$ cat src/rtl/aer_pkg.sv
// Shared types and sizing for the AER input receiver.
// Optional rank storage is enabled by the AER_IN_RANK_EN macro.
package aer_pkg;
  localparam int IMAGE_SIZE      = 5;
  localparam int IMAGE_SIZE_BITS = $clog2(IMAGE_SIZE);
  localparam int ADDR_W          = IMAGE_SIZE_BITS + 1;
  localparam int FIFO_DEPTH      = 4;
  localparam int FIFO_AW         = $clog2(FIFO_DEPTH);

  typedef logic [ADDR_W-1:0] aer_addr_t;

  typedef enum logic {IDLE, WAIT_LOW} aer_in_state_t;

  typedef struct packed {
`ifdef AER_IN_RANK_EN
    aer_addr_t rank;
`endif
    aer_addr_t addr;
  } aer_entry_t;

  localparam int ENTRY_W = $bits(aer_entry_t);
endpackage

$ cat src/rtl/aer_in_receiver_if.sv
// AER link plus event stream bundle; the receiver is the slave side.
// EVENT_RANK exists only when AER_IN_RANK_EN is defined.
interface aer_in_receiver_if;
  import aer_pkg::*;

  aer_addr_t AERIN_ADDR;
  logic      AERIN_REQ;
  logic      AERIN_ACK;
  logic      IMAGE_START;
  aer_addr_t EVENT_ADDR;
  logic      EVENT_VALID;
  logic      EVENT_READY;
  logic      FIFO_FULL;
  logic      IMAGE_RECEIVED;
`ifdef AER_IN_RANK_EN
  aer_addr_t EVENT_RANK;
`endif

  modport slave (
    input  AERIN_ADDR, AERIN_REQ, IMAGE_START, EVENT_READY,
    output AERIN_ACK, EVENT_ADDR, EVENT_VALID, FIFO_FULL, IMAGE_RECEIVED
`ifdef AER_IN_RANK_EN
    , output EVENT_RANK
`endif
  );

  modport master (
    output AERIN_ADDR, AERIN_REQ, IMAGE_START, EVENT_READY,
    input  AERIN_ACK, EVENT_ADDR, EVENT_VALID, FIFO_FULL, IMAGE_RECEIVED
`ifdef AER_IN_RANK_EN
    , input EVENT_RANK
`endif
  );
endinterface

$ cat src/rtl/aer_sync_fifo.sv
// Show-ahead circular FIFO; head reads as zero while empty so outputs are clean after reset.
module aer_sync_fifo #(
  parameter int WIDTH = 8,
  parameter int DEPTH = 4,
  parameter int AW    = $clog2(DEPTH)
) (
  input  logic             CLK,
  input  logic             RST,
  input  logic             push,
  input  logic             pop,
  input  logic [WIDTH-1:0] din,
  output logic [WIDTH-1:0] dout,
  output logic             empty,
  output logic             full
);
  logic [WIDTH-1:0] mem [DEPTH];
  logic [AW-1:0]    wr_ptr_reg, rd_ptr_reg;
  logic [AW:0]      count_reg;
  logic             do_push, do_pop;

  assign empty   = (count_reg == '0);
  assign full    = (count_reg == (AW+1)'(DEPTH));
  assign do_pop  = pop && !empty;
  // A push into a full buffer only lands if the head leaves in the same cycle.
  assign do_push = push && (!full || do_pop);
  assign dout    = empty ? '0 : mem[rd_ptr_reg];

  always_ff @(posedge CLK) begin
    if (do_push) mem[wr_ptr_reg] <= din;
  end

  always_ff @(posedge CLK) begin
    if (!RST) begin
      wr_ptr_reg <= '0;
      rd_ptr_reg <= '0;
      count_reg  <= '0;
    end else begin
      if (do_push) wr_ptr_reg <= wr_ptr_reg + 1'b1;
      if (do_pop)  rd_ptr_reg <= rd_ptr_reg + 1'b1;
      case ({do_push, do_pop})
        2'b10:   count_reg <= count_reg + 1'b1;
        2'b01:   count_reg <= count_reg - 1'b1;
        default: count_reg <= count_reg;
      endcase
    end
  end
endmodule

$ cat src/rtl/aer_in_receiver.sv
// 4-phase AER receiver: REQ synchronizer, handshake FSM, event FIFO and per-image counter.
// Define AER_IN_RANK_EN to store and expose the rank of each buffered event.
module aer_in_receiver
  import aer_pkg::*;
(
  input logic              CLK,
  input logic              RST,
  aer_in_receiver_if.slave bus
);
  logic [1:0]    sync_reg;
  logic          req_s;
  aer_in_state_t state_reg, state_next;
  logic          push;
  aer_addr_t     cnt_reg;
  logic          received_reg;
  logic          fifo_empty, fifo_full;
  aer_entry_t    entry_in, entry_out;

  assign req_s = sync_reg[1];

  always_ff @(posedge CLK) begin
    if (!RST) sync_reg <= '0;
    else      sync_reg <= {sync_reg[0], bus.AERIN_REQ};
  end

  always_ff @(posedge CLK) begin
    if (!RST) state_reg <= IDLE;
    else      state_reg <= state_next;
  end

  // Backpressure: a request seen while full simply waits in IDLE with ACK low.
  always_comb begin
    state_next = state_reg;
    push       = 1'b0;
    case (state_reg)
      IDLE: begin
        if (req_s && !fifo_full) begin
          push       = 1'b1;
          state_next = WAIT_LOW;
        end
      end
      WAIT_LOW: begin
        if (!req_s) state_next = IDLE;
      end
    endcase
  end

  // IMAGE_START wins over a coincident push: the event is buffered but not counted.
  always_ff @(posedge CLK) begin
    if (!RST) begin
      cnt_reg      <= '0;
      received_reg <= 1'b0;
    end else begin
      received_reg <= 1'b0;
      if (bus.IMAGE_START) begin
        cnt_reg <= '0;
      end else if (push) begin
        if (cnt_reg == ADDR_W'(IMAGE_SIZE - 1)) begin
          cnt_reg      <= '0;
          received_reg <= 1'b1;
        end else begin
          cnt_reg <= cnt_reg + 1'b1;
        end
      end
    end
  end

  always_comb begin
    entry_in      = '0;
    entry_in.addr = bus.AERIN_ADDR;
`ifdef AER_IN_RANK_EN
    entry_in.rank = cnt_reg;
`endif
  end

  aer_sync_fifo #(
    .WIDTH (ENTRY_W),
    .DEPTH (FIFO_DEPTH),
    .AW    (FIFO_AW)
  ) u_fifo (
    .CLK   (CLK),
    .RST   (RST),
    .push  (push),
    .pop   (bus.EVENT_READY),
    .din   (entry_in),
    .dout  (entry_out),
    .empty (fifo_empty),
    .full  (fifo_full)
  );

  assign bus.AERIN_ACK      = (state_reg == WAIT_LOW);
  assign bus.EVENT_ADDR     = entry_out.addr;
  assign bus.EVENT_VALID    = !fifo_empty;
  assign bus.FIFO_FULL      = fifo_full;
  assign bus.IMAGE_RECEIVED = received_reg;
`ifdef AER_IN_RANK_EN
  assign bus.EVENT_RANK     = entry_out.rank;
`endif
endmodule

$ cat src/flat_wrapper.sv
// flat-port wrapper written by rule: the top's interface ports become plain ports
module aer_in_receiver_flat import aer_pkg::*;
  (CLK, RST, bus_AERIN_ADDR, bus_AERIN_REQ, bus_IMAGE_START, bus_EVENT_READY, bus_AERIN_ACK, bus_EVENT_ADDR, bus_EVENT_VALID, bus_FIFO_FULL, bus_IMAGE_RECEIVED);
  aer_in_receiver_if bus_i ();
  input logic CLK;
  input logic RST;
  input wire logic [$bits(bus_i.AERIN_ADDR)-1:0] bus_AERIN_ADDR;
  input wire logic [$bits(bus_i.AERIN_REQ)-1:0] bus_AERIN_REQ;
  input wire logic [$bits(bus_i.IMAGE_START)-1:0] bus_IMAGE_START;
  input wire logic [$bits(bus_i.EVENT_READY)-1:0] bus_EVENT_READY;
  output wire logic [$bits(bus_i.AERIN_ACK)-1:0] bus_AERIN_ACK;
  output wire logic [$bits(bus_i.EVENT_ADDR)-1:0] bus_EVENT_ADDR;
  output wire logic [$bits(bus_i.EVENT_VALID)-1:0] bus_EVENT_VALID;
  output wire logic [$bits(bus_i.FIFO_FULL)-1:0] bus_FIFO_FULL;
  output wire logic [$bits(bus_i.IMAGE_RECEIVED)-1:0] bus_IMAGE_RECEIVED;
  assign bus_i.AERIN_ADDR = bus_AERIN_ADDR;
  assign bus_i.AERIN_REQ = bus_AERIN_REQ;
  assign bus_i.IMAGE_START = bus_IMAGE_START;
  assign bus_i.EVENT_READY = bus_EVENT_READY;
  assign bus_AERIN_ACK = bus_i.AERIN_ACK;
  assign bus_EVENT_ADDR = bus_i.EVENT_ADDR;
  assign bus_EVENT_VALID = bus_i.EVENT_VALID;
  assign bus_FIFO_FULL = bus_i.FIFO_FULL;
  assign bus_IMAGE_RECEIVED = bus_i.IMAGE_RECEIVED;
  aer_in_receiver u_core (.CLK(CLK), .RST(RST), .bus(bus_i));
endmodule
$ cat config.mk
export PLATFORM = sky130hd
export DESIGN_NAME = aer_in_receiver_flat
export DESIGN_NICKNAME = d
export VERILOG_FILES = /design/src/rtl/aer_pkg.sv /design/src/rtl/aer_in_receiver_if.sv /design/src/rtl/aer_sync_fifo.sv /design/src/rtl/aer_in_receiver.sv /design/src/flat_wrapper.sv
export SDC_FILE = /design/constraint.sdc
export NUM_CORES = 1
export LEC_CHECK = 0
export CAP_MARGIN = 20
export CORE_ASPECT_RATIO = 1.4
export CORE_UTILIZATION = 32
export DETAILED_ROUTE_END_ITERATION = 7
export GPL_TIMING_DRIVEN = 0
export PLACE_DENSITY = 0.53
export SLEW_MARGIN = 20
export SYNTH_ARGS = -nofsm -noshare
export SYNTH_HDL_FRONTEND = slang
export SYNTH_HIERARCHICAL = 1
export SYNTH_SLANG_ARGS = --single-unit
export TNS_END_PERCENT = 100
$ cat constraint.sdc
create_clock -name CLK -period 3.6 [get_ports CLK]
set_input_delay 0.36 -clock CLK [delete_from_list [all_inputs] [get_ports CLK]]
set_output_delay 0.36 -clock CLK [all_outputs]
set_load 0.005 [all_outputs]
==> flow_summary_export.csv, run 1 <==
group,metric,value,unit
sta,hold_ws,441,ps
grt,grt_max_degree,11,
synth,avgSynthCellArea,11.6,µm²
cts,clkSinkCount,33,
cts,tritoncts,"done",
worst_setup_path,crit_top_cell,"inv_1",
sta,worst_pin_slew,640,ps
grt,grt_pass1_wl,4620,µm
die,die_w,60.0,µm
sta,fin_skew,6.41,ps
min_path,hold_class,"flip-flop to flip-flop",
sta,setup_viol,0,
sta,drv_slew,0,
grt,use_met2,22.8,%
final_layout,nets,169,
synth,synth_edf_count,16,
grt,gr-usage-met3,4.36,%
power,vdd_drop_max,0.246,mV
cts,root_buffer,"clkbuf_8",
synth,synthCells,130,
final_layout,syn2layout_area_growth,22.8,%
worst_setup_path,cp.arrival,3140,ps
power,powerDensity,425,nW/µm²
synth,synth_area,1510,µm²
placed_design,io_buffers,16,
flow_run,max-cap-violations,0,
final_layout,drive_gt1_share,11.7,%
sta,post-route-period-util,81.2,%
die,start_util,33.2,%
synth,synthArstFlopShare,0,%
drt,num_vias,1050,
sta,rsz0062_at_grt,"false",
sta,tns,0,ps
die,dieHeight,83.2,µm
die,pin_count,17,
worst_setup_path,critPathCaptureType,"flip-flop",
die,core,4540,µm²
cts,clk_latency,280,ps
worst_setup_path,cpMaxStageDelayCell,"or3b_4",
final_layout,largest_reg_flops,16,
cts,htreeDepth,2,
grt,use_met1,12.7,%
drt,drc,0,
drt,wirelength,2740,µm
worst_setup_path,start_kind,"flip-flop",
worst_setup_path,path_class,"flip-flop to flip-flop",
placed_design,placedInstanceArea,1740,µm²
grt,antenna_found_initial,0,
sta,min_period,2920,ps
placed_design,gp_congestion,0.656,
drt,detail_route.wl_per_cell,12.7,µm
cts,post_cts_buffers,0,
drt,routed_via_density,4.86,
worst_setup_path,worstPathMaxFanout,10,
cts,postCtsResizedCells,0,
drt,ant_nets,0,
worst_setup_path,cp_cell_sequence,"buf_2 -> nor2_1 -> and2_1 -> or3b_4 -> inv_1 -> clkbuf_1 -> inv_1 -> nand2b_1 -> fa_1 -> nand3b_1 -> or3_1 -> a31oi_1",
grt,grt_usage,12.7,%
synth,syn_nets,146,
synth,synth_ff_type,"dfxtp_1",
cts,clk_pin_slew,70,ps
grt,grt_pass1_vias,1025,
synth,ys.warnings.count,6,
die,row_count,29,
synth,ys_ff_latch,33,
cts,postCtsHoldBufs,0,
power,power,0.000787,W
placed_design,hpwl,2040,µm
status,status,"complete, no violations",
drt,drt_iter0_markers,26,
grt,grt-ovfl-total,0,
drt,firstDrtPassIters,4,
sta,final-hold-violation-count,0,
final_layout,diodes,0,
grt,grt_busiest_layer,"met2",
die,dieArea,4990,µm²
synth,yosysSeqAreaShare,54.5,%
final_layout,final_cell_area,1850,µm²
power,total_leakage_power,0.656,nW
sta,fmax,342,MHz
worst_setup_path,critical-path-max-stage-delay,440,ps
sta,relSlewSlack,57.0,%
cts,ctsLongestPathBuffers,2,
synth,synth.distinct_cells,37,
worst_setup_path,cp.required,3810,ps
cts,cts_made_buffers,5,
[area by class of cell]
class | instances | area (µm²)
well taps | 62 | 77.6
flip-flops and latches | 33 | 821
repair buffers | 16 | 160
clock inverters | 2 | 33.8
clock buffers | 6 | 72.6
fillers | 459 | 2690
plain buffers | 5 | 30.0
inverters | 13 | 48.8
multi-input cells | 79 | 607
[critical path: cells and delay by family, from the launching register on]
family | cells | cell delay (ps)
flip-flops | 1 | 320
buffers and inverters | 4 | 950
adder cells (fa/ha/maj) | 1 | 180
AND/OR/NAND/NOR | 6 | 1250
AO/OA/AOI/OAI | 1 | 150
[routing by layer]
layer,wire length (µm),up-vias
li1,-,508
met2,1530,19
met1,1050,516
met4,45,0
met5,0,-
met3,112,7
[stage by stage]
stage               std cells  utilization, %  setup WS (ps)
floorplan                 130               -           1080
global placement          208            38.5            763
detailed placement        208            38.5            702
CTS                       216            40.8            669
global route              216            40.8            437
finish                    216            40.8            676
[power by group]
| part | switching (W) | internal (W) | total (W) |
|---|---|---|---|
| sequential | 0.00000354 | 0.000399 | 0.000403 |
| combinational | 0.0000251 | 0.0000270 | 0.0000521 |
| clock | 0.000128 | 0.000204 | 0.000332 |
| total | 0.000156 | 0.000630 | 0.000787 |
[logic make-up (layout without fill, tap and decap cells)]
logic type | count (synthesis) | after routing | share of synthesized area (%)
DFF | 33 | 33 | 54.5
and+or+nand+nor | 42 | 42 | 16.4
muxes | 4 | 4 | 5.98
AOI/OAI and AO/OA | 22 | 22 | 9.22
adders and majority gates | 7 | 7 | 6.31
xor gates and xnor gates | 4 | 4 | 2.33
buffers and inverters | 18 | 42 | 5.23
[placed cells by master, fill, tap and decap left out, types with 2 or more instances in the layout]
| cell | instances |
|---|---|
| a21oi_1 | 8 |
| clkbuf_1 | 2 |
| ha_1 | 6 |
| edfxtp_1 | 16 |
| clkbuf_8 | 5 |
| xor2_1 | 3 |
| nor2_1 | 5 |
| mux4_2 | 4 |
| clkdlybuf4s50_1 | 16 |
| dfxtp_1 | 17 |
| o21ai_0 | 5 |
| nand3b_1 | 2 |
| nor2b_1 | 5 |
| nor3_1 | 2 |
| and2_1 | 3 |
| nand2_1 | 5 |
| inv_1 | 13 |
| nand2b_1 | 3 |
| buf_2 | 3 |
| and3_1 | 4 |
| nand3_1 | 6 |
| o211ai_1 | 2 |
[synthesized netlist by cell type (all sizes together) (2+ instances only)]
| master | number | area, µm² |
|---|---|---|
| ha | 6 | 75.1 |
| nand2b | 3 | 18.8 |
| and3 | 4 | 25.0 |
| nor3 | 2 | 10.0 |
| and2 | 3 | 18.8 |
| nand3b | 2 | 15.0 |
| edfxtp | 16 | 480 |
| buf | 4 | 26.3 |
| inv | 13 | 48.8 |
| nor2 | 5 | 18.8 |
| dfxtp | 17 | 340 |
| xor2 | 3 | 26.3 |
| a21oi | 8 | 40.0 |
| nand3 | 6 | 30.0 |
| nand2 | 5 | 18.8 |
| o211ai | 2 | 15.0 |
| o21ai | 5 | 25.0 |
| nor2b | 5 | 31.3 |
| mux4 | 4 | 90.1 |
[final timing paths]
path	end	from	cells after the start	slack, ps
min	u_core/sync_reg[1]	u_core/sync_reg[0]	1	440
max	u_core/u_fifo/count_reg[2]	u_core/u_fifo/count_reg[0]	12	680
max reg2reg	u_core/u_fifo/count_reg[2]	u_core/u_fifo/count_reg[0]	12	680
min reg2reg	u_core/sync_reg[1]	u_core/sync_reg[0]	1	440
Note: power is estimated with default switching activity, not from simulation.
==> inputs of run 2 (changes only) <==
- clock period: 3.6 -> 2.7 ns (I/O delays scaled with it)
==> flow_summary_export.csv, run 2 (synthesized netlist as in run 1, its figures left out) <==
group,metric,value,unit
sta,relSlewSlack,58.4,%
die,dieHeight,83.2,µm
cts,clkSinkCount,33,
final_layout,fillCellCount,455,
sta,worst_pin_slew,619,ps
grt,grt_max_degree,11,
grt,grt-ovfl-total,0,
min_path,hold_class,"flip-flop to flip-flop",
cts,clk_pin_slew,70,ps
sta,setup_viol,0,
die,dieArea,4990,µm²
power,total_leakage_power,0.667,nW
final_layout,drive_gt1_share,15.3,%
worst_setup_path,critPathCaptureType,"flip-flop",
placed_design,hpwl,2040,µm
power,p_int,0.000843,W
drt,wirelength,2760,µm
grt,grt_usage,12.7,%
power,p_clk_share,42.0,%
drt,detail_route.wl_per_cell,12.6,µm
die,row_count,29,
sta,min_period,2530,ps
placed_design,gp_congestion,0.656,
worst_setup_path,cp.required,2910,ps
status,status,"complete, no violations",
drt,drt_iter0_markers,20,
sta,setup_ws,166,ps
cts,htreeDepth,2,
final_layout,diodes,0,
sta,hold_ws,441,ps
sta,fin_skew,7.20,ps
drt,routed_via_density,4.83,
final_layout,final-seq-area,821,µm²
sta,fmax,395,MHz
final_layout,syn2layout_area_growth,25.2,%
worst_setup_path,path_class,"flip-flop to flip-flop",
sta,tns,0,ps
sta,final-hold-violation-count,0,
power,powerDensity,558,nW/µm²
final_layout,multiInputGateArea,609,µm²
cts,tritoncts,"done",
worst_setup_path,start_kind,"flip-flop",
power,combPwrFrac,7.0,%
drt,firstDrtPassIters,3,
die,die_w,60.0,µm
power,swShare,19.9,%
power,vdd_drop_max,0.328,mV
cts,cts_made_buffers,5,
final_layout,nets,172,
cts,root_buffer,"clkbuf_8",
placed_design,io_buffers,16,
die,start_util,33.2,%
grt,grt_pass1_vias,1025,
drt,num_vias,1057,
sta,drv_slew,0,
final_layout,largest_reg_flops,16,
grt,antenna_found_initial,0,
die,core,4540,µm²
worst_setup_path,rrSetupSlack,170,ps
cts,clk_latency,280,ps
grt,grt_pass1_wl,4620,µm
placed_design,place_ws,-198,ps
flow_run,max-cap-violations,0,
worst_setup_path,worstPathMaxFanout,10,
power,p_sw,0.000210,W
final_layout,layout_common_cells,"dfxtp_1, clkdlybuf4s50_1, edfxtp_1, inv_1, a21oi_1",
worst_setup_path,cp.arrival,2750,ps
die,pin_count,17,
final_layout,mostFrequentLayoutCell,"dfxtp_1",
sta,post-route-period-util,93.8,%
power,pwr-share-seq,51.0,%
power,power,0.00105,W
drt,drc,0,
drt,ant_nets,0,
cts,ctsLongestPathBuffers,2,
-- run 2: cell types whose count changed in the layout (fill, tap and decap cells not counted), sizes merged --
cell,change
inv,-1
buf,+2
clkinvlp,+1
clkbuf,+1
-- run 2: worst max-delay path: stages, from the launching register on --
cell and delay (ps):
dfxtp_1 330, clkbuf_4 190, nor2_2 60, and2_1 190, or3b_4 450, clkinvlp_4 130, clkbuf_4 190, inv_1 90
nand2b_1 100, fa_1 180, nand3b_1 100, or3_1 310, a31oi_1 150
-- run 2: power by group through the flow --
stage	Combinational, W	Sequential [W]	Clock [W]
floorplan	0.0000390	0.000547	0
global placement	0.0000679	0.000548	0
global route	0.0000825	0.000538	0.000476
CTS	0.0000713	0.000537	0.000454
detailed placement	0.0000699	0.000548	0
finish	0.0000735	0.000537	0.000443
-- run 2: cell type report --
type	count	area share, %
Tap cell	62	4.11
Sequential cell	33	43.5
Clock buffer	6	3.85
Inverter	13	2.79
Multi-Input combinational cell	79	32.3
Buffer	5	1.92
Clock inverter	2	1.79
Timing Repair Buffer	19	9.69
-- run 2: metal layers --
layer	GRT usage (%)	vias to the layer above	routed length, µm	part of all wire (%)
met5	0	-	0	0
met4	5.07	0	45	1.6
li1	-	515	-	-
met2	22.8	19	1540	56
met3	4.36	7	112	4.1
met1	12.7	516	1060	38
-- run 2: stage by stage --
| step | instance area [µm²] | utilization, % | std cells |
|---|---|---|---|
| 2_1_floorplan | 1510 | - | 130 |
| 3_3_place_gp | 1740 | 38.5 | 208 |
| 3_5_place_dp | 1740 | 38.5 | 208 |
| 4_1_cts | 1860 | 40.9 | 216 |
| 5_1_grt | 1890 | 41.6 | 219 |
| 6_report | 1890 | 41.6 | 219 |
-- run 2: path summary, 6_finish.rpt --
kind / from / to / cells after the start
max: u_core/u_fifo/count_reg[0] / u_core/u_fifo/count_reg[2] / 12
min: u_core/sync_reg[0] / u_core/sync_reg[1] / 1
max reg2reg: u_core/u_fifo/count_reg[0] / u_core/u_fifo/count_reg[2] / 12
min reg2reg: u_core/sync_reg[0] / u_core/sync_reg[1] / 1
-- run 2: repair_timing --
item,in CTS,in global routing
hold buffers,0,0
resized for setup,2,4
buffers inserted,0,3
endpoints found under the setup margin,2,2
==> inputs of run 3 (changes only) <==
- PLACE_DENSITY: 0.53 -> 0.55
- clock period: 2.7 -> 2.3 ns (I/O delays scaled with it)
==> flow_summary_export.csv, run 3 (synthesized netlist as in run 1, its figures left out) <==
group,metric,value,unit
die,start_util,33.2,%
placed_design,dp.cells,208,
sta,relSlewSlack,72.1,%
sta,setup_ws,102,ps
final_layout,final-seq-area,822,µm²
cts,postCtsHoldBufs,0,
drt,detail_route.wl_per_cell,12.4,µm
status,status,"complete, no violations",
sta,fin_skew,7.05,ps
placed_design,hpwl,2010,µm
power,p_clk_share,37.2,%
cts,ctsLongestPathBuffers,2,
drt,drt_iter0_markers,13,
final_layout,drive_gt1_share,20.9,%
cts,clk_latency,290,ps
die,die_w,60.0,µm
drt,firstDrtPassIters,4,
worst_setup_path,start_kind,"flip-flop",
drt,ant_nets,0,
final_layout,final_cell_area,1900,µm²
power,p_int,0.000882,W
worst_setup_path,cp.required,2520,ps
cts,cts_made_buffers,5,
power,combPwrFrac,7.9,%
grt,grt_pass1_wl,4510,µm
worst_setup_path,cpMaxStageDelayCell,"or3b_4",
placed_design,gp_congestion,0.726,
die,dieHeight,83.2,µm
cts,tritoncts,"done",
sta,setup_viol,0,
power,swShare,23.1,%
sta,fmax,455,MHz
final_layout,diodes,0,
placed_design,place_ws,-242,ps
final_layout,layoutNonFillerInstCount,220,
worst_setup_path,critical-path-max-stage-delay,430,ps
grt,grt_max_degree,12,
worst_setup_path,cp_cell_sequence,"buf_6 -> nor2_1 -> and2_4 -> or3b_4 -> inv_6 -> buf_8 -> inv_2 -> nand2b_4 -> fa_2 -> inv_2 -> o2111ai_1 -> a21oi_1",
worst_setup_path,critical_path_buf_inv_count,5,
final_layout,layout_common_cells,"clkdlybuf4s50_1, dfxtp_1, edfxtp_1, inv_1, a21oi_1",
drt,routed_via_density,4.78,
cts,clkSinkCount,33,
grt,grt_pass1_vias,1034,
die,core,4540,µm²
worst_setup_path,path_class,"flip-flop to flip-flop",
final_layout,syn2layout_area_growth,26.2,%
sta,worst_pin_slew,412,ps
worst_setup_path,rrSetupSlack,100,ps
final_layout,nets,173,
sta,final-hold-violation-count,0,
power,powerDensity,603,nW/µm²
grt,antenna_found_initial,0,
die,dieArea,4990,µm²
final_layout,multiInputGateArea,624,µm²
worst_setup_path,critPathCaptureType,"flip-flop",
final_layout,fillCellCount,440,
grt,grt_usage,12.3,%
worst_setup_path,crit_family,"simple AND/OR/NAND/NOR gates",
cts,htreeDepth,2,
worst_setup_path,cp.arrival,2420,ps
power,pwr-share-seq,54.9,%
sta,post-route-period-util,95.6,%
sta,drv_slew,0,
min_path,hold_class,"flip-flop to flip-flop",
sta,rsz0062_at_grt,"false",
drt,num_vias,1052,
die,row_count,29,
drt,drc,0,
worst_setup_path,crit_top_cell,"inv_2",
power,power,0.00115,W
placed_design,placedInstanceArea,1750,µm²
grt,grt-ovfl-total,0,
power,vdd_drop_max,0.259,mV
worst_setup_path,worstPathMaxFanout,10,
die,pin_count,17,
drt,wirelength,2720,µm
placed_design,io_buffers,16,
power,total_leakage_power,0.684,nW
power,p_sw,0.000265,W
cts,root_buffer,"clkbuf_8",
sta,tns,0,ps
flow_run,max-cap-violations,0,
final_layout,largest_reg_flops,16,
cts,clk_pin_slew,70,ps
sta,min_period,2200,ps
## run 3: cell count changes in the layout (fill, tap and decap cells not counted), moves of 2 or more
cell and delta:
inv_1 -2, clkbuf_4 -2, inv_2 +2, clkinv_2 +2
## run 3: metrics by stage
step | util, % | hold WS [ps]
after global routing | 41.9 | 471
after detailed placement | 38.6 | 426
after CTS | 41.6 | 442
final | 41.9 | 439
after floorplan | - | 329
after global placement | 38.6 | 415
## run 3: worst register-to-register path, stage by stage, from the launching register on
cell and delay [ps]:
dfxtp_1 330, buf_6 100, nor2_1 60, and2_4 170, or3b_4 430, inv_6 70, buf_8 110, inv_2 70
nand2b_4 70, fa_2 430, inv_2 70, o2111ai_1 100, a21oi_1 140
## run 3: layout make-up
| class | instances | area share, % |
|---|---|---|
| inverters | 13 | 2.83 |
| clock buffers | 5 | 3.62 |
| clock inverters | 3 | 0.921 |
| well taps | 62 | 4.08 |
| flip-flops and latches | 33 | 43.2 |
| multi-input cells | 79 | 32.8 |
| plain buffers | 5 | 2.50 |
| repair buffers | 20 | 10.0 |
## run 3: power groups by stage
stage	clock (W)	combinational (W)	sequential (W)
after floorplan	0	0.0000473	0.000642
after global placement	0	0.0000816	0.000643
after detailed placement	0	0.0000835	0.000643
after CTS	0.000445	0.0000898	0.000630
after global routing	0.000465	0.000101	0.000631
final	0.000426	0.0000908	0.000630
## run 3: routing by layer
| layer | global-route usage, % | up-vias | part of all wire [%] |
|---|---|---|---|
| li1 | - | 512 | - |
| met1 | 12.4 | 508 | 36 |
| met2 | 21.4 | 24 | 56 |
| met3 | 4.05 | 8 | 4.1 |
| met4 | 6.55 | 0 | 3.6 |
| met5 | 0 | - | 0 |
## run 3: final timing paths
check | start | to | cells after the start
worst min register to register | u_core/sync_reg[0] | u_core/sync_reg[1] | 1
worst max-delay path | u_core/u_fifo/count_reg[1] | u_core/u_fifo/count_reg[1] | 12
worst max register to register | u_core/u_fifo/count_reg[1] | u_core/u_fifo/count_reg[1] | 12
worst min-delay path | u_core/sync_reg[0] | u_core/sync_reg[1] | 1
## run 3: what timing repair did
action	4_1_cts	5_1_grt
resized for setup	7	4
buffers inserted	4	0
pin swaps	3	3
endpoints found under the setup margin	2	5
